### src/rtl/rmii_receive_deframer_pkg.sv
// Shared types and constants for the RMII receive path and the transmit framer.
package switch_package;

    typedef enum logic [1:0] {
        WAIT_IDLE = 2'd0,
        IDLE      = 2'd1,
        PREAMBLE  = 2'd2,
        DATA      = 2'd3
    } deframer_state_t;

    localparam logic [31:0] CRC32_POLY_REFLECTED = 32'hEDB88320;
    localparam logic [31:0] CRC32_INIT           = 32'hFFFFFFFF;
    localparam logic [31:0] CRC32_RESIDUE        = 32'hDEBB20E3;

    localparam logic [1:0]  RMII_PREAMBLE_DIBIT  = 2'b01;
    localparam logic [1:0]  RMII_SFD_DIBIT       = 2'b11;

endpackage

### src/rtl/rmii_receive_deframer_crc32.sv
// Combinational Ethernet CRC-32 advance by one byte, LSB first, reflected polynomial.
module ethernet_crc32_byte
    import switch_package::*;
(
    input  logic [31:0] crc_i,
    input  logic [7:0]  data_i,
    output logic [31:0] crc_o
);

    logic [31:0] crc_s;

    // Eight serial CRC steps unrolled into one byte-wide update
    always_comb begin
        crc_s = crc_i ^ {24'd0, data_i};
        for (int i = 0; i < 8; i++) begin
            if (crc_s[0]) begin
                crc_s = (crc_s >> 1) ^ CRC32_POLY_REFLECTED;
            end else begin
                crc_s = crc_s >> 1;
            end
        end
        crc_o = crc_s;
    end

endmodule

### src/rtl/rmii_receive_deframer.sv
// RMII receive deframer: preamble/SFD hunt, dibit-to-byte assembly, CRC/length checks.
module rmii_receive_deframer
    import switch_package::*;
#(
    parameter int MIN_FRAME_BYTES     = 64,
    parameter int MAX_FRAME_BYTES     = 1522,
    parameter int MIN_PREAMBLE_DIBITS = 4
) (
    input  logic       clock,
    input  logic       reset_n,
    input  logic [1:0] rmii_receive_data,
    input  logic       rmii_receive_data_enable,
    input  logic       rmii_receive_data_error,
    output logic [8:0] receive_data,
    output logic       receive_data_valid,
    output logic       frame_status_valid,
    output logic       frame_good
);

    localparam logic [3:0]  MIN_PRE_CNT = 4'(MIN_PREAMBLE_DIBITS);
    localparam logic [10:0] MIN_LEN     = 11'(MIN_FRAME_BYTES);
    localparam logic [10:0] MAX_LEN     = 11'(MAX_FRAME_BYTES);

    deframer_state_t state_q, state_d;
    logic [3:0]  pre_cnt_q, pre_cnt_d;
    logic [7:0]  byte_q, byte_d;
    logic [1:0]  dib_cnt_q, dib_cnt_d;
    logic [10:0] byte_cnt_q, byte_cnt_d;
    logic [31:0] crc_q, crc_d;
    logic [7:0]  held_q, held_d;
    logic        held_valid_q, held_valid_d;
    logic        err_q, err_d;
    logic [8:0]  data_q, data_d;
    logic        valid_q, valid_d;
    logic        status_q, status_d;
    logic        good_q, good_d;

    logic [7:0]  complete_byte_s;
    logic [31:0] crc_next_s;

    assign complete_byte_s = {rmii_receive_data, byte_q[7:2]};

    ethernet_crc32_byte u_crc (
        .crc_i  (crc_q),
        .data_i (complete_byte_s),
        .crc_o  (crc_next_s)
    );

    // Next-state logic; one byte is held back so the final byte can carry the last flag
    always_comb begin
        state_d      = state_q;
        pre_cnt_d    = pre_cnt_q;
        byte_d       = byte_q;
        dib_cnt_d    = dib_cnt_q;
        byte_cnt_d   = byte_cnt_q;
        crc_d        = crc_q;
        held_d       = held_q;
        held_valid_d = held_valid_q;
        err_d        = err_q;
        data_d       = 9'd0;
        valid_d      = 1'b0;
        status_d     = 1'b0;
        good_d       = 1'b0;
        case (state_q)
            WAIT_IDLE: begin
                if (!rmii_receive_data_enable) begin
                    state_d = IDLE;
                end else begin
                    state_d = WAIT_IDLE;
                end
            end
            IDLE: begin
                if (rmii_receive_data_enable && (rmii_receive_data == RMII_PREAMBLE_DIBIT)) begin
                    state_d   = PREAMBLE;
                    pre_cnt_d = 4'd1;
                end else begin
                    state_d   = IDLE;
                end
            end
            PREAMBLE: begin
                if (!rmii_receive_data_enable) begin
                    state_d = IDLE;
                end else if (rmii_receive_data == RMII_PREAMBLE_DIBIT) begin
                    if (pre_cnt_q != 4'hF) begin
                        pre_cnt_d = pre_cnt_q + 4'd1;
                    end else begin
                        pre_cnt_d = pre_cnt_q;
                    end
                end else if ((rmii_receive_data == RMII_SFD_DIBIT) && (pre_cnt_q >= MIN_PRE_CNT)) begin
                    state_d = DATA;
                end else begin
                    state_d = WAIT_IDLE;
                end
            end
            DATA: begin
                if (!rmii_receive_data_enable) begin
                    if (held_valid_q) begin
                        data_d   = {1'b1, held_q};
                        valid_d  = 1'b1;
                        status_d = 1'b1;
                        good_d   = (crc_q == CRC32_RESIDUE) && (byte_cnt_q >= MIN_LEN) &&
                                   (byte_cnt_q <= MAX_LEN) && (dib_cnt_q == 2'd0) && !err_q;
                    end else begin
                        valid_d  = 1'b0;
                    end
                    state_d      = IDLE;
                    pre_cnt_d    = 4'd0;
                    byte_d       = 8'd0;
                    dib_cnt_d    = 2'd0;
                    byte_cnt_d   = 11'd0;
                    crc_d        = CRC32_INIT;
                    held_d       = 8'd0;
                    held_valid_d = 1'b0;
                    err_d        = 1'b0;
                end else begin
                    byte_d    = complete_byte_s;
                    dib_cnt_d = dib_cnt_q + 2'd1;
                    if (rmii_receive_data_error) begin
                        err_d = 1'b1;
                    end else begin
                        err_d = err_q;
                    end
                    if (dib_cnt_q == 2'd3) begin
                        crc_d = crc_next_s;
                        if (byte_cnt_q != 11'h7FF) begin
                            byte_cnt_d = byte_cnt_q + 11'd1;
                        end else begin
                            byte_cnt_d = byte_cnt_q;
                        end
                        if (held_valid_q) begin
                            data_d  = {1'b0, held_q};
                            valid_d = 1'b1;
                        end else begin
                            valid_d = 1'b0;
                        end
                        held_d       = complete_byte_s;
                        held_valid_d = 1'b1;
                    end else begin
                        crc_d = crc_q;
                    end
                end
            end
            default: begin
                state_d = WAIT_IDLE;
            end
        endcase
    end

    // State and output registers with synchronous active-low reset
    always_ff @(posedge clock) begin
        if (!reset_n) begin
            state_q      <= WAIT_IDLE;
            pre_cnt_q    <= 4'd0;
            byte_q       <= 8'd0;
            dib_cnt_q    <= 2'd0;
            byte_cnt_q   <= 11'd0;
            crc_q        <= CRC32_INIT;
            held_q       <= 8'd0;
            held_valid_q <= 1'b0;
            err_q        <= 1'b0;
            data_q       <= 9'd0;
            valid_q      <= 1'b0;
            status_q     <= 1'b0;
            good_q       <= 1'b0;
        end else begin
            state_q      <= state_d;
            pre_cnt_q    <= pre_cnt_d;
            byte_q       <= byte_d;
            dib_cnt_q    <= dib_cnt_d;
            byte_cnt_q   <= byte_cnt_d;
            crc_q        <= crc_d;
            held_q       <= held_d;
            held_valid_q <= held_valid_d;
            err_q        <= err_d;
            data_q       <= data_d;
            valid_q      <= valid_d;
            status_q     <= status_d;
            good_q       <= good_d;
        end
    end

    assign receive_data       = data_q;
    assign receive_data_valid = valid_q;
    assign frame_status_valid = status_q;
    assign frame_good         = good_q;

endmodule

### config.mk
export PLATFORM = sky130hd
export DESIGN_NAME = rmii_receive_deframer
export DESIGN_NICKNAME = d
export VERILOG_FILES = /design/src/rtl/rmii_receive_deframer_pkg.sv /design/src/rtl/rmii_receive_deframer_crc32.sv /design/src/rtl/rmii_receive_deframer.sv
export SDC_FILE = /design/constraint.sdc
export NUM_CORES = 1
export LEC_CHECK = 0
export ABC_AREA = 1
export CAP_MARGIN = 20
export CORE_MARGIN = 2
export CORE_UTILIZATION = 66
export CTS_CLUSTER_DIAMETER = 200
export CTS_CLUSTER_SIZE = 12
export DETAILED_ROUTE_END_ITERATION = 6
export PLACE_DENSITY_LB_ADDON = 0.25
export SYNTH_ARGS = -nofsm -noshare
export SYNTH_HDL_FRONTEND = slang
export SYNTH_SLANG_ARGS = --single-unit
export TNS_END_PERCENT = 20
### constraint.sdc
create_clock -name clock -period 2.4 [get_ports clock]
set_input_delay 0.48 -clock clock [delete_from_list [all_inputs] [get_ports clock]]
set_output_delay 0.48 -clock clock [all_outputs]
set_load 0.005 [all_outputs]
==> summary.md <==
| Metric | Value |
|---|---|
| Hold-fix buffers, CTS | `0` |
| Final WL | `11.4 mm` |
| Routability cong. | `0.994` |
| CP startpoint kind | `flop` |
| F_max | `0.510 GHz` |
| Ports | `18` |
| Worst Skew | `0.0104 ns` |
| Yosys top cell by area | `dfxtp_1` |
| Final number of setup-violating endpoints | `0` |
| Register area share after synthesis | `0.356` |
| Initial drt markers | `273` |
| Nature of the critical path endpoint | `flop` |
| Num CTS Buffers | `9` |
| ANT cells | `0` |
| Reported max-cap violation count | `0` |
| Logic pwr share | `0.048` |
| Yosys warning total | `0` |
| VDD IR max | `0.000398 V` |
| Vias in the first global route | `4058` |
| Post-CTS setup buffers | `0` |
| Die ar. | `7310 um2` |
| Hold WS | `0.432 ns` |
| Switching part of the total power | `0.238` |
| Hold WC Path Type | `flop to flop` |
| DR vias/cell | `5.72` |
| Routed length per instance | `15.7 um` |
| Switch Pwr | `0.610 mW` |
| CP max FO | `14` |
| Tmin final | `1.96 ns` |
| Seq cells post-synth | `78` |
| Worst-Margin Slew | `0.521 ns` |
| Layout cells sized above 1 | `0.137` |
| CORE AREA | `6390 um2` |
| Setup TNS | `0 ns` |
| Final Hold Viols | `0` |
| Sink Count | `78` |
| Max-slew violation count | `0` |
| Initial Util | `0.686` |
| P&R area growth vs syn | `10.4%` |
| Clock Latency Late Sink | `0.37 ns` |
| Status | `finished clean` |
| Design internal power | `1.96 mW` |
| Primary FF master, synth | `dfxtp_1` |
| Post-synth ARST share | `0` |
| Drt first pass iters | `6` |
| Largest cells by area after synthesis | `dfxtp_1 (36%), nand2_1 (16%), inv_1 (5.1%), xor2_1 (4.4%), nand3_1 (4.3%)` |
| Vias after detailed routing | `4150` |
| Die width | `85.5 um` |
| DPL Wire Length | `8.25 mm` |
| Site Rows | `29` |
| Post-synth top area share | `0.356` |
| Final ANT Viol Nets | `0` |
| Netlist cell types | `45` |
| Largest net degree at the start of global routing | `35` |
| Nets | `654` |
| Grt total ovfl | `0` |
| Syn_nets | `634` |
| Unrepaired setup endpoints after global routing | `no` |
| Sequential Power Share | `0.507` |
| Worst EP required | `2.67 ns` |
| GRT Util Overall | `0.330` |
| DRC viols | `0` |
| Syn Inst Count | `623` |
| Clk pin slew, worst setup/hold paths | `0.09 ns` |
| Arr. time, crit path | `2.23 ns` |
| Initial antenna violation count | `0` |
| First-pass GRT wire length | `18.8 mm` |
| CTS tree | `done` |
| Root Buffer | `clkbuf_8` |
| Worst rel slew slack | `0.653` |
| H-Tree Depth | `3` |
| Chip Height | `85.5 um` |
| Port Buffers | `17` |
| Syn Area/Cell | `7.03 um2` |
| Post-synth EDFFs | `0` |
| Cell area power density | `531 nW/um2` |
| Most common cell in the netlist | `nand2_1` |
| Mapped cell area | `4380 um2` |
| Filler cells | `494` |
| Critical path class | `flop to flop` |
| Clock Power Share | `0.445` |
| Period utilisation layout | `0.817` |
| Deepest clock path buffer count | `2` |
| Post-cts sizing count | `0` |
| P_leak | `2.14 nW` |
| Commonest cells in the netlist | `nand2_1 (184), dfxtp_1 (78), inv_1 (59)` |
worst paths after layout:
| kind | from | depth (start not counted) | slack (ns) | end |
|---|---|---|---|---|
| setup / recovery | state_q[0]$_SDFFE_PN0P_ | 11 | 0.44 | byte_cnt_q[9]$_SDFFE_PN0P_ |
| hold / removal | held_q[1]$_SDFFE_PN0P_ | 2 | 0.43 | receive_data[1]$_SDFF_PN0_ |
| setup reg to reg | state_q[0]$_SDFFE_PN0P_ | 11 | 0.44 | byte_cnt_q[9]$_SDFFE_PN0P_ |
| hold reg to reg | held_q[1]$_SDFFE_PN0P_ | 2 | 0.43 | receive_data[1]$_SDFF_PN0_ |
cell usage in the layout, fill, tap and decap left out, types with 4 or more instances in the layout:
cell type | synthesis | routed
a211oi_1 | 5 | 5
a21oi_1 | 32 | 32
buf_4 | 4 | 9
clkbuf_8 | 0 | 10
clkdlybuf4s50_1 | 0 | 17
dfxtp_1 | 78 | 78
ha_1 | 5 | 5
inv_1 | 59 | 59
inv_2 | 10 | 10
nand2_1 | 184 | 184
nand2_2 | 21 | 21
nand2_4 | 6 | 6
nand3_1 | 38 | 38
nand4_1 | 4 | 4
nor2_1 | 45 | 45
nor2_2 | 4 | 4
nor3_1 | 7 | 7
nor4_1 | 6 | 6
o21ai_0 | 21 | 21
o21ai_1 | 4 | 4
o22ai_1 | 12 | 12
or2_2 | 4 | 4
xnor2_1 | 10 | 10
xnor2_2 | 4 | 4
xor2_1 | 22 | 22
metal layers:
metal  wire (um)  track usage  vias to the layer above
li1            -            -                     2022
met1        4730        0.406                     1913
met2        5320        0.535                      172
met3         762       0.0584                       43
met4         552        0.209                        0
met5           0            0                        -
final cells by class:
cell class / instances / area, um2 / area share
Multi-Input combinational cell: 455 / 2430 / 0.502
Sequential cell: 78 / 1560 / 0.323
Inverter: 73 / 282 / 0.0582
Timing Repair Buffer: 26 / 238 / 0.0492
Clock buffer: 10 / 138 / 0.0285
Tap cell: 77 / 96.3 / 0.0199
Clock inverter: 6 / 92.6 / 0.0191
stage by stage:
stage	total power [mW]	std cells	cell area [um2]	utilization	setup WS, ns
floorplan	1.42	623	4380	-	0.890
global placement	1.45	709	4610	0.721	0.153
detailed placement	1.45	709	4610	0.721	0.126
CTS	2.57	725	4840	0.757	0.482
global route	2.64	725	4840	0.757	0.249
finish	2.57	725	4840	0.757	0.439
sequential cells by signal (all words and copies together), names as in the netlist:
name,flops
byte_cnt_q,11
frame_good,1
byte_q,6
state_q,2
receive_data_valid,1
pre_cnt_q,4
crc_q,32
held_valid_q,1
dib_cnt_q,2
held_q,8
err_q,1
receive_data,9
logic make-up (layout without fill, tap and decap cells):
family / after synthesis / in the layout / synth area share
AOI/OAI and AO/OA: 84 / 84 / 0.109
xor gates and xnor gates: 38 / 38 / 0.0914
DFF: 78 / 78 / 0.356
adders and majority gates: 5 / 5 / 0.0143
buffers and inverters: 90 / 115 / 0.0894
and+or+nand+nor: 328 / 328 / 0.340
critical path, cell delays in order (launching register included):
cell and delay (ns):
dfxtp_1 0.45, nand2_2 0.27, clkinv_2 0.19, o21ai_2 0.09, inv_2 0.23, nand2_4 0.13, inv_4 0.10, nand2_4 0.06
nor2_2 0.13, nand3_1 0.08, nand2_1 0.07, nor2_1 0.04
power by group through the flow:
stage               combinational (mW)  clock (mW)  sequential, mW
floorplan                       0.0850           0            1.33
global placement                 0.116           0            1.33
detailed placement               0.119           0            1.33
CTS                              0.120        1.15            1.30
global route                     0.136        1.20            1.30
finish                           0.124        1.14            1.30
Note: power is estimated with default switching activity, not from simulation.
